$ cat config.mk
export PLATFORM = sky130hd
export DESIGN_NAME = if_id_reg
export DESIGN_NICKNAME = d
export VERILOG_FILES = /design/src/rtl/if_id_reg.sv
export SDC_FILE = /design/constraint.sdc
export NUM_CORES = 1
export LEC_CHECK = 0
export CAP_MARGIN = 30
export CELL_PAD_IN_SITES_DETAIL_PLACEMENT = 0
export CELL_PAD_IN_SITES_GLOBAL_PLACEMENT = 1
export CORE_ASPECT_RATIO = 0.7
export CORE_MARGIN = 2
export CORE_UTILIZATION = 24
export DETAILED_ROUTE_END_ITERATION = 10
export PLACE_DENSITY = 0.78
export RECOVER_POWER = 50
export SLEW_MARGIN = 20
export SYNTH_ARGS = -nofsm -noshare
export SYNTH_HDL_FRONTEND = slang
export SYNTH_SLANG_ARGS = --single-unit
$ cat constraint.sdc
create_clock -name clk -period 1.2 [get_ports clk]
set_clock_uncertainty 0.1 [all_clocks]
set_input_delay 0.24 -clock clk [delete_from_list [all_inputs] [get_ports clk]]
set_output_delay 0.24 -clock clk [all_outputs]
set_load 0.02 [all_outputs]
$ cat src/rtl/if_id_reg.sv
// IF/ID pipeline register: captures fetch PC/instruction/exception, handles stall, flush,
// exception entry and branch-delay-slot tracking. Optional perf counters under IF_ID_PERF_EN.
module if_id_reg #(
  parameter logic [31:0] RESET_PC   = 32'h0000_3000,
  parameter logic [31:0] HANDLER_PC = 32'h0000_4180
) (
  input  logic        clk,
  input  logic        rst,
  input  logic        req,
  input  logic        stall,
  input  logic        flush,
  input  logic [31:0] F_pc,
  input  logic [31:0] F_instr,
  input  logic [4:0]  F_exc,
  output logic [31:0] D_pc,
  output logic [31:0] D_instr,
  output logic [4:0]  D_exc,
  output logic        D_bd,
  output logic        D_valid
`ifdef IF_ID_PERF_EN
  ,
  output logic [31:0] stall_cnt,
  output logic [31:0] bubble_cnt
`endif
);

  localparam int unsigned PC_W    = 32;
  localparam int unsigned INSTR_W = 32;
  localparam int unsigned EXC_W   = 5;
  localparam int unsigned OP_W    = 6;

  localparam logic [OP_W-1:0] OP_SPECIAL = 6'b000000;
  localparam logic [OP_W-1:0] OP_REGIMM  = 6'b000001;
  localparam logic [OP_W-1:0] OP_J       = 6'b000010;
  localparam logic [OP_W-1:0] OP_JAL     = 6'b000011;
  localparam logic [OP_W-1:0] OP_BEQ     = 6'b000100;
  localparam logic [OP_W-1:0] OP_BNE     = 6'b000101;
  localparam logic [OP_W-1:0] OP_BLEZ    = 6'b000110;
  localparam logic [OP_W-1:0] OP_BGTZ    = 6'b000111;
  localparam logic [OP_W-1:0] FN_JR      = 6'b001000;
  localparam logic [OP_W-1:0] FN_JALR    = 6'b001001;

  logic [OP_W-1:0]    d_op;
  logic [OP_W-1:0]    d_funct;
  logic               d_is_jump_c;
  logic               jump_now_c;

  logic [PC_W-1:0]    pc_nxt;
  logic [INSTR_W-1:0] instr_nxt;
  logic [EXC_W-1:0]   exc_nxt;
  logic               bd_nxt;
  logic               valid_nxt;

  assign d_op    = D_instr[31:26];
  assign d_funct = D_instr[5:0];

  // Classify the instruction currently in ID as a control transfer with a delay slot.
  always_comb begin
    d_is_jump_c = 1'b0;
    unique case (d_op)
      OP_REGIMM, OP_J, OP_JAL,
      OP_BEQ, OP_BNE, OP_BLEZ, OP_BGTZ: d_is_jump_c = 1'b1;
      OP_SPECIAL: d_is_jump_c = (d_funct == FN_JR) || (d_funct == FN_JALR);
      default:    d_is_jump_c = 1'b0;
    endcase
  end

  // A bubble in ID never turns its successor into a delay slot.
  assign jump_now_c = D_valid & d_is_jump_c;

  // Next-state selection with priority rst > req > stall > flush > load.
  always_comb begin
    pc_nxt    = D_pc;
    instr_nxt = D_instr;
    exc_nxt   = D_exc;
    bd_nxt    = D_bd;
    valid_nxt = D_valid;
    if (rst) begin
      pc_nxt    = RESET_PC;
      instr_nxt = '0;
      exc_nxt   = '0;
      bd_nxt    = 1'b0;
      valid_nxt = 1'b0;
    end else if (req) begin
      pc_nxt    = HANDLER_PC;
      instr_nxt = '0;
      exc_nxt   = '0;
      bd_nxt    = 1'b0;
      valid_nxt = 1'b0;
    end else if (stall) begin
      pc_nxt    = D_pc;
      instr_nxt = D_instr;
      exc_nxt   = D_exc;
      bd_nxt    = D_bd;
      valid_nxt = D_valid;
    end else if (flush) begin
      pc_nxt    = F_pc;
      instr_nxt = '0;
      exc_nxt   = '0;
      bd_nxt    = 1'b0;
      valid_nxt = 1'b0;
    end else begin
      pc_nxt    = F_pc;
      instr_nxt = F_instr;
      exc_nxt   = F_exc;
      bd_nxt    = jump_now_c;
      valid_nxt = 1'b1;
    end
  end

  always_ff @(posedge clk) begin
    D_pc    <= pc_nxt;
    D_instr <= instr_nxt;
    D_exc   <= exc_nxt;
    D_bd    <= bd_nxt;
    D_valid <= valid_nxt;
  end

`ifdef IF_ID_PERF_EN
  localparam int unsigned CNT_W = 32;

  logic stall_evt_c;
  logic bubble_evt_c;

  // A stall overridden by req is not a stall; a flush hidden by a stall inserts no bubble.
  assign stall_evt_c  = stall & ~req;
  assign bubble_evt_c = (req | flush) & (~stall | req);

  always_ff @(posedge clk) begin
    if (rst) begin
      stall_cnt  <= '0;
      bubble_cnt <= '0;
    end else begin
      if (stall_evt_c)  stall_cnt  <= stall_cnt + CNT_W'(1);
      if (bubble_evt_c) bubble_cnt <= bubble_cnt + CNT_W'(1);
    end
  end
`endif

endmodule
==> qor.yml, run 1 <==
outcome: "complete, but fails checks"
failed_checks: "negative setup slack"
min_path_type: "primary input to flip-flop"
totalWireLength_mm: 7.14
crit_end: "D_instr[3]"
drv_slew: 0
fp.coreArea_um2: 10200
dp.final_hpwl_mm: 5.18
crit_start: "D_instr[3]"
grt_pass1_wl_mm: 11.4
grt_overflow_total: 0
vias: 2331
synth_nets: 317
syn_to_final_growth_pct: 73.8
crit_path_start_kind: "flip-flop"
path_cells: "buf_6, buf_6"
yosys-top-cells-area: "dfxtp_1, mux2i_1, a22oi_1"
die_w_um: 126
cts_sinks: 71
ant_nets: 0
finalPower_mw: 6.05
clk_pin_slew_ns: 0.06
critPathKind: "flip-flop to primary output"
synth_top_area_frac: 0.569
critical_path_depth: 2
synth_common_cells: "dfxtp_1, nor2_1, a22oi_1, mux2i_1, buf_2"
drive_gt1_frac: 0.305
antenna_found_initial: 0
antenna_cells: 0
synth_cell_types: 20
syn_area_per_cell_um2: 10.3
gp_congestion: 0.669
clock_path_buffers: 2
synth_most_common_cell: "dfxtp_1"
leakage_nw: 1.91
cp.required_ns: 0.86
ys_seq_elements: 71
synth_ff_type: "dfxtp_1"
drv_cap: 0
max-vdd-ir-drop_uv: 779
relSlewSlack: 0.831
yosys_warnings: 0
drt_iter0_drc: 86
critical_path.most_common_cell: "buf_6"
syn_area_um2: 2500
wl_per_cell_um: 13.3
worstSetupEndpointType: "primary output"
period_needed_ns: 1.21
drc_errors: 0
fp-row-count: 31
r2r_end: "D_bd"
drt-vias-per-instance: 4.36
slowest_delay_ns: 0.32
tightest_slew_ns: 0.253
post-place-ws_ns: -0.336
fin_crit_sh: 1.01
grtUsageTotal: 0.130
r2r_slack_ns: 0.02
cts_inserted_buffers: 9
crit_family: "flip-flops"
ys_seq_area_frac: 0.569
fp.dieArea_um2: 11300
grt_pass1_vias: 2310
io_pins: 145
setup_ws_ns: -0.0125
drt_first_pass_iters: 4
fmax_mhz: 825
chipHeight_um: 89.4
cp_data_arrival_time_ns: 0.87
reg2reg_depth: 5
nets: 472
synth_top_area_cell: "dfxtp_1"
slowest_stage: "dfxtp_2"
tritoncts: "done"
cts_root_buffer: "clkbuf_16"
power-per-cell-area_nw_per_um2: 1390
cts-htree-levels: 3
synth-edff-count: 0
rsz0062_at_grt: "yes"
io_buffers: 144
final-hold-violation-count: 0
grt_max_degree: 40
clock_latency_ns: 0.32
netlist_instances: 243
cp_max_fo: 2
cts-hold-fix-buffers: 0
path_buf_inv: 2
timing.rr.start: "D_instr[29]"
async_reset_ff_frac: 0
start_util: 0.244
setup_violations: 1
## area by class of cell
class	instances	area (um2)
inverter	1	3.75
fill	1054	5900
tap	132	165
clock inverter	3	65.1
clock buffer	13	260
sequential	71	1450
timing repair buffer	164	1400
multi-input combinational	151	1000
## state kept, by name, summed over array words and instances (netlist names)
register,flops
D_bd,1
D_exc,5
D_instr,32
D_pc,32
D_valid,1
## worst min-delay path, delay by kind of cell
family	cells	cell delay, ns
AOI/OAI and AO/OA	1	0.07
buffers and inverters	2	0.31
and+or+nand+nor	1	0.08
## worst min-delay path by stage
stage / startpoint / to / cells past startpoint / slack [ns]
2_1_floorplan: rst / D_pc[14] / 1 / 0.21
3_3_place_gp: D_pc[3] / D_pc[3] / 2 / 0.38
3_5_place_dp: D_bd / D_bd / 2 / 0.37
4_1_cts: stall / D_bd / 4 / 0.32
5_1_grt: stall / D_bd / 4 / 0.34
6_report: stall / D_bd / 4 / 0.34
## layer usage
| layer | global-route usage | vias up | wire (um) |
|---|---|---|---|
| met2 | 0.201 | 85 | 3100 |
| met1 | 0.159 | 1088 | 3230 |
| met5 | 0 | - | 0 |
| li1 | - | 1149 | - |
| met4 | 0.0480 | 0 | 91 |
| met3 | 0.0610 | 9 | 728 |
## placed cells by master, fill, tap and decap left out, types with 2 or more instances in the layout
cell	netlist	routed
clkdlybuf4s50_1	0	72
nor2_1	69	68
dfxtp_1	71	59
buf_4	2	41
a22oi_1	37	37
buf_2	9	37
mux2i_1	29	29
clkbuf_16	0	9
dfxtp_2	0	8
buf_6	4	7
buf_12	0	5
dfxtp_4	0	4
clkbuf_1	3	4
nor2b_1	3	3
a211oi_1	3	3
o21bai_1	2	2
nor4b_4	0	2
bufinv_16	0	2
clkbuf_8	0	2
## logic make-up after synthesis
kind of cell	after synthesis	share of synthesized area
simple gates	77	0.130
compound gates	45	0.134
mux	29	0.116
buf+inv	21	0.0510
flops	71	0.569
## report_power, final
part | internal [mW] | total [mW] | switching, mW
logic | 0.417 | 0.741 | 0.323
registers | 2.42 | 2.46 | 0.0366
clock network | 1.93 | 2.85 | 0.924
total | 4.77 | 6.05 | 1.28
## stage by stage
step / hold WS (ns) / setup TNS, ns / cell area (um2) / cells / util
after floorplan: 0.212 / 0 / 2510 / 243 / -
after global placement: 0.375 / -24.36 / 4210 / 518 / 0.411
after detailed placement: 0.375 / -25.86 / 4210 / 518 / 0.411
after CTS: 0.321 / -0.0921 / 4250 / 534 / 0.415
after global routing: 0.343 / -0.0994 / 4340 / 535 / 0.424
final: 0.342 / -0.0125 / 4340 / 535 / 0.424
## timing repair
item,in CTS,in global routing
resized for setup,307,39
setup buffers,0,1
gates cloned,0,0
pin swaps,3,3
endpoints found under the setup margin,73,35
Note: power is estimated with default switching activity, not from simulation.
==> run 2: changes to the inputs <==
--- a/config.mk
+++ b/config.mk
@@ -12,6 +12,7 @@
 export CORE_MARGIN = 2
 export CORE_UTILIZATION = 24
 export DETAILED_ROUTE_END_ITERATION = 10
+export GPL_ROUTABILITY_DRIVEN = 0
 export PLACE_DENSITY = 0.78
 export RECOVER_POWER = 50
 export SLEW_MARGIN = 20
==> results of run 2 <==
Same layout as run 1: the final DEF is identical, and so are final timing and power.
==> run 3: changes to the inputs <==
--- a/config.mk
+++ b/config.mk
@@ -13,8 +13,10 @@
 export CORE_UTILIZATION = 24
 export DETAILED_ROUTE_END_ITERATION = 10
 export GPL_ROUTABILITY_DRIVEN = 0
+export HOLD_SLACK_MARGIN = 0.1
 export PLACE_DENSITY = 0.78
 export RECOVER_POWER = 50
+export SETUP_SLACK_MARGIN = 0.2
 export SLEW_MARGIN = 20
 export SYNTH_ARGS = -nofsm -noshare
 export SYNTH_HDL_FRONTEND = slang
==> run 3 against run 2 <==
  * The flow still finishes with violations (negative setup slack)
  * Die area unchanged
  * Critical path type unchanged
  * Count of clock-buffer cells in the layout unchanged
  * Design area increased by 9.9%
  * Wire length increased by 8.7%
  * Worst setup slack got worse by 0.00090 ns
  * Utilization increased by 4.2 points
  * Critical path depth unchanged
  * Combinational power increased by 10%
  * Sequential cell count unchanged
  * Clock power decreased by 14%
  * Largest cell class is now non-clock buffers
  * Sequential power about the same
==> qor.yml, run 3 (same netlist as run 1, synthesis figures left out) <==
design_area_um2: 4770
fp.coreArea_um2: 10200
vias: 2365
chipHeight_um: 89.4
drive_gt1_frac: 0.462
dp.final_hpwl_mm: 5.37
cts-hold-fix-buffers: 0
cp_max_fo: 2
grtUsageTotal: 0.136
drv_slew: 0
path_cells: "buf_6, buf_6"
cts-htree-levels: 3
totalWireLength_mm: 7.76
syn_to_final_growth_pct: 91.0
final-hold-violation-count: 0
wl_per_cell_um: 14.1
outcome: "complete, but fails checks"
cts_root_buffer: "clkbuf_16"
antenna_found_initial: 0
final_common_cell: "buf_6"
grt_overflow_total: 0
relSlewSlack: 0.663
setup_violations: 1
cts_inserted_buffers: 9
setup_tns_ns: -0.0134
clock_path_buffers: 2
drc_errors: 0
nets: 487
drt_iter0_drc: 80
power-per-cell-area_nw_per_um2: 1200
rsz0062_at_grt: "yes"
antenna_cells: 0
crit_path_start_kind: "flip-flop"
grt_max_degree: 29
fmax_mhz: 824
setup_ws_ns: -0.0134
slowest_stage: "dfxtp_2"
fp-row-count: 31
crit_start: "D_instr[5]"
register_area_um2: 1510
max-vdd-ir-drop_uv: 601
placed_area_um2: 4260
tritoncts: "done"
drv_cap: 0
r2r_end: "D_bd"
crit_end: "D_instr[5]"
leakage_nw: 2.04
clk_pin_slew_ns: 0.05
start_util: 0.244
drt_first_pass_iters: 6
clock_latency_ns: 0.32
hold_slack_ns: 0.310
io_pins: 145
die_w_um: 126
critPathKind: "flip-flop to primary output"
min_path_type: "primary input to flip-flop"
final_util: 0.466
grt_pass1_wl_mm: 11.9
fin_crit_sh: 1.01
final_cell_mix: "buf_6, clkdlybuf4s50_1, dfxtp_2, nor2_1, a22oi_1"
slowest_delay_ns: 0.33
top_regs: "D_instr: 32 flops, D_pc: 32 flops, D_exc: 5 flops"
worstSetupEndpointType: "primary output"
timing.rr.start: "D_instr[5]"
tightest_slew_ns: 0.505
io_buffers: 144
fp.dieArea_um2: 11300
drt-vias-per-instance: 4.30
cts_sinks: 71
fill_cells: 997
cp_data_arrival_time_ns: 0.87
period_needed_ns: 1.21
ant_nets: 0
cp.required_ns: 0.86
failed_checks: "negative setup slack"
critical_path.most_common_cell: "buf_6"
grt_pass1_vias: 2356
r2r_slack_ns: 0.02
reg2reg_depth: 4
multi_input_area_um2: 992
[run 3: changes by cell type in the layout (fill, tap and decap cells not counted), moves of 2 or more]
cell and change:
dlygate4sd2_1 +3, dfxtp_1 -57, buf_4 -20, clkdlybuf4s50_1 -3, buf_6 +67, clkbuf_2 +5, buf_2 -37, clkbuf_1 -2
buf_12 -3, bufinv_16 -2, dfxtp_2 +60, or2_1 +2, clkbuf_4 +2, dfxtp_4 -3
[run 3: area by class of cell]
| type | instances | share of cell area |
|---|---|---|
| multi-input cells | 152 | 0.208 |
| clock inverters | 3 | 0.00367 |
| well taps | 132 | 0.0346 |
| flip-flops and latches | 71 | 0.316 |
| inverters | 1 | 0.000786 |
| repair buffers | 178 | 0.382 |
| clock buffers | 13 | 0.0545 |
[run 3: stage by stage]
stage | setup WS (ns) | power [mW] | instances
floorplan | 0.0562 | 2.85 | 243
global placement | -0.360 | 3.31 | 525
detailed placement | -0.411 | 3.32 | 525
CTS | 0.0228 | 5.86 | 544
global route | -0.0621 | 6.02 | 550
finish | -0.0134 | 5.74 | 550
[run 3: per-layer routing]
layer | GRT usage | vias to the layer above | wire [um] | share of wire
met2 | 0.223 | 78 | 3610 | 0.46
met5 | 0 | - | 0 | 0
met3 | 0.0551 | 7 | 545 | 0.070
met4 | 0.0420 | 0 | 81 | 0.010
li1 | - | 1186 | - | -
met1 | 0.166 | 1094 | 3530 | 0.45
[run 3: worst min path at each step]
stage                     depth (start not counted)        to  slack, ns  from
after floorplan                                   1  D_pc[14]       0.21   rst
after CTS                                         3   D_pc[8]       0.23   rst
after global routing                              3   D_pc[8]       0.33   rst
final                                             3   D_pc[8]       0.31   rst
after global placement                            2      D_bd       0.37  D_bd
after detailed placement                          2      D_bd       0.38  D_bd
[run 3: what timing repair did]
action / CTS / global route
pin swaps: 3 / 4
cloned: 1 / 2
resized for setup: 500 / 9
endpoints found under the setup margin: 137 / 91
setup buffers: 2 / 4
[run 3: worst max-delay path: cells and delay by family (launching register included)]
family	cells	cell delay, ns
flops	1	0.33
buf+inv	2	0.23
[run 3: power by group]
part	switching (mW)	internal [mW]
Sequential	0.0497	2.44
Combinational	0.335	0.483
Clock	0.931	1.50
